[src/rtl/pico_io_pkg.sv]
// Shared constants and types for the KCPSM6 peripheral I/O bridge:
// port map, STATUS bit layout and the queued transaction format.
package pico_io_pkg;

   // OUTPUT (write) port map
   localparam logic [7:0] PORT_ADDR    = 8'h00;
   localparam logic [7:0] PORT_DATA    = 8'h01;
   localparam logic [7:0] PORT_CTRL    = 8'h02;
   localparam logic [3:0] KPORT_CTRL   = 4'h2;

   // INPUT (read) port map
   localparam logic [7:0] PORT_STATUS  = 8'h00;
   localparam logic [7:0] PORT_CTRL_RB = 8'h01;
   localparam logic [7:0] PORT_RESP    = 8'h02;
   localparam logic [7:0] PORT_ADDR_RB = 8'h03;

   // STATUS bit layout
   localparam int ST_EMPTY   = 0;
   localparam int ST_FULL    = 1;
   localparam int ST_OVF     = 2;
   localparam int ST_CNT_LSB = 3;
   localparam int ST_CNT_MSB = 6;
   localparam int ST_VALID   = 7;

   typedef struct packed {
      logic [7:0] addr;
      logic [7:0] data;
   } txn_t;

   function automatic logic [7:0] pack_status(
      input logic       empty,
      input logic       full,
      input logic       ovf,
      input logic       valid,
      input logic [3:0] count
   );
      logic [7:0] s;
      s = '0;
      s[ST_EMPTY]                = empty;
      s[ST_FULL]                 = full;
      s[ST_OVF]                  = ovf;
      s[ST_CNT_MSB:ST_CNT_LSB]   = count;
      s[ST_VALID]                = valid;
      return s;
   endfunction

endpackage

[src/rtl/pico_io_bridge_if.sv]
// Valid/ready peripheral bus carrying queued write transactions and
// returning one response byte per accepted transfer.
interface pico_io_bridge_if;
   logic [7:0] bus_addr;
   logic [7:0] bus_data;
   logic       bus_valid;
   logic       bus_ready;
   logic [7:0] bus_rdata;

   modport master (
      output bus_addr,
      output bus_data,
      output bus_valid,
      input  bus_ready,
      input  bus_rdata
   );

   modport slave (
      input  bus_addr,
      input  bus_data,
      input  bus_valid,
      output bus_ready,
      output bus_rdata
   );
endinterface

[src/rtl/pico_io_fifo.sv]
// Small transaction FIFO: power-of-two depth, combinational head output,
// pushes refused while full even if a pop happens in the same cycle.
module pico_io_fifo #(
   parameter int DEPTH = 4,
   parameter int WIDTH = 16,
   parameter int CNT_W = 5
) (
   input  logic             clk,
   input  logic             reset,
   input  logic             push,
   input  logic [WIDTH-1:0] wdata,
   input  logic             pop,
   output logic [WIDTH-1:0] rdata,
   output logic [CNT_W-1:0] count,
   output logic             full,
   output logic             empty
);

   localparam int PTR_W = (DEPTH > 1) ? $clog2(DEPTH) : 1;

   logic [WIDTH-1:0] mem [DEPTH];
   logic [PTR_W-1:0] wr_ptr_reg;
   logic [PTR_W-1:0] rd_ptr_reg;
   logic [CNT_W-1:0] count_reg;
   logic [CNT_W-1:0] count_next;
   logic             push_ok;
   logic             pop_ok;
   logic [DEPTH-1:0] entry_we;

   assign full    = (count_reg == CNT_W'(DEPTH));
   assign empty   = (count_reg == '0);
   assign count   = count_reg;
   assign push_ok = push && !full;
   assign pop_ok  = pop && !empty;

   genvar gi;
   generate
      for (gi = 0; gi < DEPTH; gi++) begin : g_we
         assign entry_we[gi] = push_ok && (wr_ptr_reg == PTR_W'(gi));
      end
   endgenerate

   // Storage is not reset; the head is forced to zero whenever the FIFO is empty.
   always_ff @(posedge clk) begin
      for (int i = 0; i < DEPTH; i++) begin
         if (entry_we[i]) begin
            mem[i] <= wdata;
         end
      end
   end

   assign rdata = empty ? '0 : mem[rd_ptr_reg];

   always_comb begin
      count_next = count_reg;
      case ({push_ok, pop_ok})
         2'b10:   count_next = count_reg + 1'b1;
         2'b01:   count_next = count_reg - 1'b1;
         default: count_next = count_reg;
      endcase
   end

   always_ff @(posedge clk) begin
      if (!reset) begin
         wr_ptr_reg <= '0;
         rd_ptr_reg <= '0;
         count_reg  <= '0;
      end else begin
         if (push_ok) begin
            wr_ptr_reg <= wr_ptr_reg + 1'b1;
         end
         if (pop_ok) begin
            rd_ptr_reg <= rd_ptr_reg + 1'b1;
         end
         count_reg <= count_next;
      end
   end

endmodule

[src/rtl/pico_io_bridge.sv]
// KCPSM6 port decode to a queued valid/ready peripheral bus, with
// registered STATUS/control/response readback onto in_port.
module pico_io_bridge
   import pico_io_pkg::*;
#(
   parameter int FIFO_DEPTH = 4,
   parameter int CNT_W      = 5
) (
   input  logic             clk,
   input  logic             reset,
   input  logic [7:0]       port_id,
   input  logic [7:0]       out_port,
   input  logic             write_strobe,
   input  logic             k_write_strobe,
   input  logic             read_strobe,
   output logic [7:0]       in_port,
   pico_io_bridge_if.master bus,
   output logic [7:0]       ctrl_reg
);

   logic [7:0]       addr_reg;
   logic [7:0]       resp_reg;
   logic             overflow_reg;
   logic [7:0]       rd_data_next;

   logic             wr_addr;
   logic             push;
   logic             wr_ctrl;
   logic             pop;
   logic             clr_ovf;
   txn_t             push_txn;
   txn_t             head_txn;
   logic [CNT_W-1:0] count;
   logic             full;
   logic             empty;

   assign wr_addr = write_strobe && (port_id == PORT_ADDR);
   assign push    = write_strobe && (port_id == PORT_DATA);
   // OUTPUTK only carries a 4-bit port address.
   assign wr_ctrl = (write_strobe && (port_id == PORT_CTRL)) ||
                    (k_write_strobe && (port_id[3:0] == KPORT_CTRL));
   assign clr_ovf = read_strobe && (port_id == PORT_STATUS);
   assign pop     = bus.bus_valid && bus.bus_ready;

   assign push_txn.addr = addr_reg;
   assign push_txn.data = out_port;

   pico_io_fifo #(
      .DEPTH (FIFO_DEPTH),
      .WIDTH (16),
      .CNT_W (CNT_W)
   ) u_fifo (
      .clk   (clk),
      .reset (reset),
      .push  (push),
      .wdata (push_txn),
      .pop   (pop),
      .rdata (head_txn),
      .count (count),
      .full  (full),
      .empty (empty)
   );

   assign bus.bus_valid = !empty;
   assign bus.bus_addr  = head_txn.addr;
   assign bus.bus_data  = head_txn.data;

   always_ff @(posedge clk) begin
      if (!reset) begin
         addr_reg     <= '0;
         ctrl_reg     <= '0;
         resp_reg     <= '0;
         overflow_reg <= 1'b0;
      end else begin
         if (wr_addr) begin
            addr_reg <= out_port;
         end
         if (wr_ctrl) begin
            ctrl_reg <= out_port;
         end
         if (pop) begin
            resp_reg <= bus.bus_rdata;
         end
         // A refused push in the same cycle as a clear keeps the flag set.
         if (push && full) begin
            overflow_reg <= 1'b1;
         end else if (clr_ovf) begin
            overflow_reg <= 1'b0;
         end
      end
   end

   always_comb begin
      rd_data_next = '0;
      case (port_id)
         PORT_STATUS:  rd_data_next = pack_status(empty, full, overflow_reg,
                                                  !empty, 4'(count));
         PORT_CTRL_RB: rd_data_next = ctrl_reg;
         PORT_RESP:    rd_data_next = resp_reg;
         PORT_ADDR_RB: rd_data_next = addr_reg;
         default:      rd_data_next = '0;
      endcase
   end

   always_ff @(posedge clk) begin
      if (!reset) begin
         in_port <= '0;
      end else begin
         in_port <= rd_data_next;
      end
   end

endmodule

[src/flat_wrapper.sv]
// flat-port wrapper written by rule: the top's interface ports become plain ports
module pico_io_bridge_flat import pico_io_pkg::*;
#(
   parameter int FIFO_DEPTH = 4,
   parameter int CNT_W      = 5
)
  (clk, reset, port_id, out_port, write_strobe, k_write_strobe, read_strobe, in_port, ctrl_reg, bus_bus_addr, bus_bus_data, bus_bus_valid, bus_bus_ready, bus_bus_rdata);
  pico_io_bridge_if bus_i ();
  input  logic clk;
  input  logic reset;
  input  logic [7:0] port_id;
  input  logic [7:0] out_port;
  input  logic write_strobe;
  input  logic k_write_strobe;
  input  logic read_strobe;
  output logic [7:0] in_port;
  output logic [7:0] ctrl_reg;
  output wire logic [$bits(bus_i.bus_addr)-1:0] bus_bus_addr;
  output wire logic [$bits(bus_i.bus_data)-1:0] bus_bus_data;
  output wire logic [$bits(bus_i.bus_valid)-1:0] bus_bus_valid;
  input wire logic [$bits(bus_i.bus_ready)-1:0] bus_bus_ready;
  input wire logic [$bits(bus_i.bus_rdata)-1:0] bus_bus_rdata;
  assign bus_bus_addr = bus_i.bus_addr;
  assign bus_bus_data = bus_i.bus_data;
  assign bus_bus_valid = bus_i.bus_valid;
  assign bus_i.bus_ready = bus_bus_ready;
  assign bus_i.bus_rdata = bus_bus_rdata;
  pico_io_bridge #(.FIFO_DEPTH(FIFO_DEPTH), .CNT_W(CNT_W)) u_core (.clk(clk), .reset(reset), .port_id(port_id), .out_port(out_port), .write_strobe(write_strobe), .k_write_strobe(k_write_strobe), .read_strobe(read_strobe), .in_port(in_port), .bus(bus_i), .ctrl_reg(ctrl_reg));
endmodule
[config.mk]
export PLATFORM = sky130hd
export DESIGN_NAME = pico_io_bridge_flat
export DESIGN_NICKNAME = d
export VERILOG_FILES = /design/src/rtl/pico_io_pkg.sv /design/src/rtl/pico_io_bridge_if.sv /design/src/rtl/pico_io_fifo.sv /design/src/rtl/pico_io_bridge.sv /design/src/flat_wrapper.sv
export SDC_FILE = /design/constraint.sdc
export NUM_CORES = 1
export LEC_CHECK = 0
export CORE_MARGIN = 4
export CORE_UTILIZATION = 55
export DETAILED_ROUTE_END_ITERATION = 10
export GPL_TIMING_DRIVEN = 0
export MAX_ROUTING_LAYER = met4
export PLACE_DENSITY = 0.89
export RECOVER_POWER = 50
export SLEW_MARGIN = 40
export SYNTH_ARGS = -nofsm -noshare
export SYNTH_HDL_FRONTEND = slang
export SYNTH_HIERARCHICAL = 1
export SYNTH_SLANG_ARGS = --single-unit
[constraint.sdc]
create_clock -name clk -period 4.1 [get_ports clk]
set_input_delay 0.82 -clock clk [delete_from_list [all_inputs] [get_ports clk]]
set_output_delay 0.82 -clock clk [all_outputs]
set_load 0.02 [all_outputs]
Yosys cells after proc, flatten, opt, wreduce, memory -nomap -nowiden:

Memories as Yosys holds them, arrays and structs flattened. A register that Yosys moved wholly into a read port is not among the register bits.
Cells that the tools add are included.

* bits in registers: 42
* memory bits (writable): 64
* bits of input ports: 30
* output and inout bits: 33
* word-level logic and storage cells: 71
* memories: 1

Memories
* u_core.u_fifo.mem: depth 4, width 16, rd ports 1, clocked after Yosys merged registers in 1, write ports 1, line pico_io_fifo.sv:21 `logic [WIDTH-1:0] mem [DEPTH];`

* add/sub/neg operators: 4
* eq/ne operators: 10
* mux-type cells: 24
* reduce and logical (&&, ||, !) cells: 24

Operators with widths (number)
* two-way mux 16 bit: 4
* OR reduction 16 bit: 3
* one-hot mux 8 bit (4 select lines): 1
* equality test 8 x 2 -> 1 bit, second input constant: 2
* logical AND 1 bit: 13
* two-way mux 1 bit: 13
* two-way mux 2 bit: 5
* one-hot mux 5 bit (2 select lines): 1
* equality test 8 x 1 -> 1 bit, second input constant: 1
* zero test 8 bit: 1
* equality test 2 bit, second input constant: 3
* adder 5 x 1 -> 5 bit, second input constant: 1
* equality test 5 x 3 -> 1 bit, second input constant: 1
* zero test 5 bit: 1
* subtractor 5 x 1 -> 5 bit, second input constant: 1
* adder 2 x 1 -> 2 bit, second input constant: 2
* equality test 2 x 1 -> 1 bit, second input constant: 2
* equality test 4 x 2 -> 1 bit, second input constant: 1
* nonzero test 2 bit: 2
* zero test 1 bit: 2
* zero test 2 bit: 1
* logical OR 1 bit: 1

Logic depth before layout (Yosys ltp):

* depth in word-level cells: 10
* depth in mapped cells: 17
* gate-level depth less buffers: 12

By module:

The synthesis kept the hierarchy.

Modules (own cells, without submodules)
* pico_io_fifo: instances 1, cells each 187, area each 3161.8 um2, sequential area each 2142.1 um2
* pico_io_bridge: instances 1, cells each 182, area each 1701.6 um2, sequential area each 660.6 um2

Worst setup path before layout:

No wires, ideal clock.

* path type: input -> register
* start point: in port_id[5]
* end point: reg u_core.u_fifo.count_reg[4], in the netlist u_core/u_fifo/count[4]
* data arrival time: 3.512 ns
* required time: 4.028 ns
* slack: 0.516 ns
* cell stages on the path: 12
* path buffers: 2
* path through: nor4_4 buf_4 and4_1 nand2_1 ha_1 buf_2 xor2_1 ha_1 or4_1 a21oi_1 a311o_1 mux2i_1

* longest elaborated chain between the ends: 5
* elaborated cells between the ends (all ways): 7
* classes of those cells: eq/ne: 3; mux: 1; reduce/logical: 3

Ends and longest elaborated chain
* start, declared: line flat_wrapper.sv:11 `input logic [7:0] port_id;`
* equality test 8 x 1 -> 1 bit *: line pico_io_bridge.sv:38 `assign push = write_strobe && (port_id == PORT_DATA);`
* logical AND 1 bit *: line pico_io_bridge.sv:38
* via u_core.push: line pico_io_bridge.sv:27 `logic push;`
* logical AND 1 bit *: line pico_io_fifo.sv:33 `assign push_ok = push && !full;`
* equality test 2 x 1 -> 1 bit / equality test 2 bit (equally long branches): line pico_io_fifo.sv:56 `case ({push_ok, pop_ok})`
* one-hot mux 5 bit (2 select lines) / nonzero test 2 bit (equally long branches)
* end signal, assigned: line pico_io_fifo.sv:75 `count_reg <= count_next;`
* end, declared: line pico_io_fifo.sv:24 `logic [CNT_W-1:0] count_reg;`

Mark *: on every way through the listed nets, which the timed path passes. The rest lies on a longest branch.
A chain may end at the register's enable or synchronous reset.

Worst setup path after layout:

* start point: in write_strobe
* end point: reg u_core.u_fifo.count_reg[4], in the netlist u_core/u_fifo/count[4]

* longest elaborated chain between the ends: 4
* elaborated cells between the ends (all ways): 6
* classes of those cells: eq/ne: 2; mux: 1; reduce/logical: 3

Ends and longest elaborated chain
* start, declared: line flat_wrapper.sv:13 `input logic write_strobe;`
* logical AND 1 bit *: line pico_io_bridge.sv:38
* via u_core.push: line pico_io_bridge.sv:27
* logical AND 1 bit *: line pico_io_fifo.sv:33
* equality test 2 x 1 -> 1 bit / equality test 2 bit (equally long branches): line pico_io_fifo.sv:56
* one-hot mux 5 bit (2 select lines) / nonzero test 2 bit (equally long branches)

Marked as above.

==> impl_metrics.sql <==
INSERT INTO impl_metrics (metric_group, metric, value, unit) VALUES
('setup_path', 'startpoint_type', 'primary input', ''),
('clock_tree', 'cts-hold-fix-buffers', '0', ''),
('sta', 'slew_at_the_pin_closest_to_its_max_slew_limit', '841.4', 'ps'),
('setup_path', 'worstPathMaxFanout', '10', ''),
('grt', 'grt_overflow', '0', ''),
('run_status', 'outcome', 'complete, no violations', ''),
('floorplan', 'area_of_the_die', '10410', 'um2'),
('final_layout', 'largest-register', 'u_core/u_fifo/mem', ''),
('synth', 'ys_seq_area_frac', '0.5763', ''),
('clock_tree', 'numCtsBuffers', '9', ''),
('placement', 'dp_hpwl', '7.621', 'mm'),
('synth', 'yosys.area_share.xor_xnor', '0.01081', ''),
('final_layout', 'nNetsFinal', '479', ''),
('final_layout', 'syn_to_final_growth', '20.58', '%'),
('setup_path', 'worst-r2r-cell-count', '16', ''),
('floorplan', 'placement_rows', '34', ''),
('grt', 'grt_pass1_wl', '17.14', 'mm'),
('clock_tree', 'clockBufferDepth', '2', ''),
('setup_path', 'critPathBufInv', '3', ''),
('clock_tree', 'htree_num_levels', '3', ''),
('synth', 'netlist_instances', '369', ''),
('floorplan', 'die_height', '102.0', 'um'),
('final_layout', 'diodes', '0', ''),
('synth', 'total_of_warnings_raised_by_yosys', '6', ''),
('setup_path', 'timing.rr.end', 'u_core/u_fifo/count[4]', ''),
('final_layout', 'drive_above_1_share', '0.1362', ''),
('synth', 'synth_area_in_compound_gates', '0.06303', ''),
('setup_path', 'timing.critical_path.depth', '12', ''),
('drt', 'initialDrtViolationCount', '225', ''),
('drt', 'remaining_drc_errors', '0', ''),
('grt', 'gr-usage-all-layers', '0.2257', ''),
('synth', 'synth_simple_gate_area_frac', '0.1770', ''),
('sta', 'finalCritPeriodShare', '0.9466', ''),
('floorplan', 'floorplan.io_pins', '63', ''),
('setup_path', 'setup.reg_to_reg.worst_slack', '300', 'ps'),
('setup_path', 'setup.worst_path.end', 'u_core/u_fifo/count[4]', ''),
('pwr', 'leakagePower', '2.028', 'nW'),
('grt', 'grt_pass1_vias', '3278', ''),
('final_layout', 'fill_cells', '611', ''),
('drt', 'drt.antenna.violating_nets', '0', ''),
('drt', 'wl_per_cell', '19.28', 'um'),
('synth', 'ys_types', '48', ''),
('setup_path', 'cp_slowest_cell', 'clkdlybuf4s50_1', ''),
('sta', 'fin_worst_skew', '7.715', 'ps'),
('drt', 'via_count_of_the_routed_design', '3324', ''),
('clock_tree', 'clock_tree.root_cell', 'clkbuf_8', ''),
('synth', 'syn_area', '4863', 'um2'),
('sta', 'rsz0062_at_grt', 'no', ''),
('grt', 'initial_antenna_violation_count', '0', ''),
('floorplan', 'core', '8678', 'um2'),
('drt', 'drt_wl_total', '10.72', 'mm'),
('final_layout', 'layout_commonest_cell', 'edfxtp_1', ''),
('floorplan', 'floorplan.initialDensity', '0.5604', ''),
('sta', 'setup-violations-final', '0', ''),
('setup_path', 'setup.worst_path.class', 'in -> reg', ''),
('placement', 'numPortBuffers', '62', ''),
('synth', 'net_count_synth', '405', ''),
('synth', 'ys_ff_latch', '108', ''),
('final_layout', 'final-seq-area', '2803', 'um2'),
('setup_path', 'crit_arrival', '4180', 'ps'),
('drt', 'vias_per_cell', '5.978', ''),
('min_path', 'timing.hold.worst.class', 'reg -> reg', ''),
('clock_tree', 'path_clk_slew', '100', 'ps'),
('synth', 'synth_top_family_by_area', 'simple AND/OR/NAND/NOR gates', ''),
('setup_path', 'r2r-start', 'u_core/u_fifo/count[1]', ''),
('run', 'timing.max_cap.violations', '0', ''),
('synth', 'synth_adder_area_share', '0.01544', ''),
('pwr', 'fin_total_pwr', '2.077', 'mW'),
('floorplan', 'die_w', '102.0', 'um'),
('setup_path', 'path_delay_family', 'buffers and inverters', ''),
('synth', 'yosys-mux-area-fraction', '0.1286', '');
how the worst min path moves through the flow:
stage / start / cells after the start / to / slack, ps
floorplan: u_core/resp_reg[5] / 2 / u_core/resp_reg[5] / 440
global placement: u_core/resp_reg[7] / 2 / u_core/resp_reg[7] / 450
detailed placement: u_core/resp_reg[7] / 2 / u_core/resp_reg[7] / 460
CTS: u_core/resp_reg[3] / 2 / u_core/resp_reg[3] / 480
global route: u_core/resp_reg[7] / 2 / u_core/resp_reg[7] / 500
finish: u_core/resp_reg[5] / 2 / u_core/resp_reg[5] / 480
metrics by stage:
step                TNS [ps]    util  area, um2  hold slack [ps]  std cells
floorplan                  0       -       4863            440.3        369
global placement      -315.1  0.6475       5619            451.9        539
detailed placement    -463.3  0.6475       5619            463.1        539
CTS                        0  0.6743       5852            478.7        556
global route               0  0.6758       5864            498.5        556
finish                     0  0.6758       5864            482.0        556
cell type report:
cell class | count | area share
Timing Repair Buffer | 63 | 0.1069
Sequential cell | 108 | 0.4779
Clock inverter | 6 | 0.01622
Multi-Input combinational cell | 231 | 0.3288
Tap cell | 108 | 0.02304
Inverter | 6 | 0.004267
Buffer | 24 | 0.02112
Clock buffer | 10 | 0.02176
metal layers:
metal / track usage / part of all wire / up-vias
met5: - / 0 / -
met4: 0.08476 / 0.025 / 0
met3: 0.04300 / 0.076 / 23
met2: 0.3458 / 0.48 / 160
met1: 0.3020 / 0.41 / 1607
li1: - / - / 1534
report_power, final:
part	leakage (nW)	total, mW	switching, mW	internal, mW
Sequential	0.901	1.16	0.0120	1.15
Combinational	1.02	0.205	0.112	0.0935
Clock	0.111	0.710	0.359	0.351
Total	2.03	2.08	0.482	1.59
cell usage after synthesis (all sizes together):
master   instances  share of area
a211oi           2         0.0031
a21boi           8          0.012
a21o             8          0.012
a21oi            4         0.0041
a221o            1         0.0021
a221oi           1         0.0018
a22oi            2         0.0031
a311o            1         0.0021
and2             7         0.0090
and2b            3         0.0046
and3             5         0.0064
and3b            1         0.0021
and4             2         0.0036
buf             14          0.016
clkbuf          10         0.0080
clkinv           1        0.00077
dfxtp           44           0.18
edfxtp          64           0.40
ha               6          0.015
inv              5         0.0039
mux2             2         0.0046
mux2i           13          0.027
mux4            21          0.097
nand2           40          0.031
nand2b           4         0.0051
nand3           12          0.012
nand3b          17          0.026
nand4           13          0.020
nor2             5         0.0039
nor2b           26          0.034
nor3             2         0.0021
nor4             2         0.0087
nor4b            2         0.0067
o2111ai          8          0.014
o211ai           1         0.0015
o21a             1         0.0015
o21ai            2         0.0021
o22ai            2         0.0026
or4              1         0.0015
xnor2            5         0.0090
xor2             1         0.0018
timing repair:
action | 4_1_cts | 5_1_grt
gates cloned | 0 | 0
endpoints found under the setup margin | 1 | 1
pin swaps | 1 | 0
setup buffers | 1 | 0
gates resized for setup | 2 | 9
tightest hold or removal path, delay by kind of cell (launching register included):
kind	cells	cell delay (ps)
AND/OR/NAND/NOR	1	50
AO/OA/AOI/OAI	1	70
flip-flops	1	320
cells by family (layout without fill, tap and decap cells):
logic type | Yosys count | in the layout
compound gates | 41 | 41
xor+xnor | 6 | 6
fa+ha+maj | 6 | 6
buf+inv | 30 | 109
flops | 108 | 108
mux | 36 | 36
simple gates | 142 | 142
Note: power is estimated with default switching activity, not from simulation.
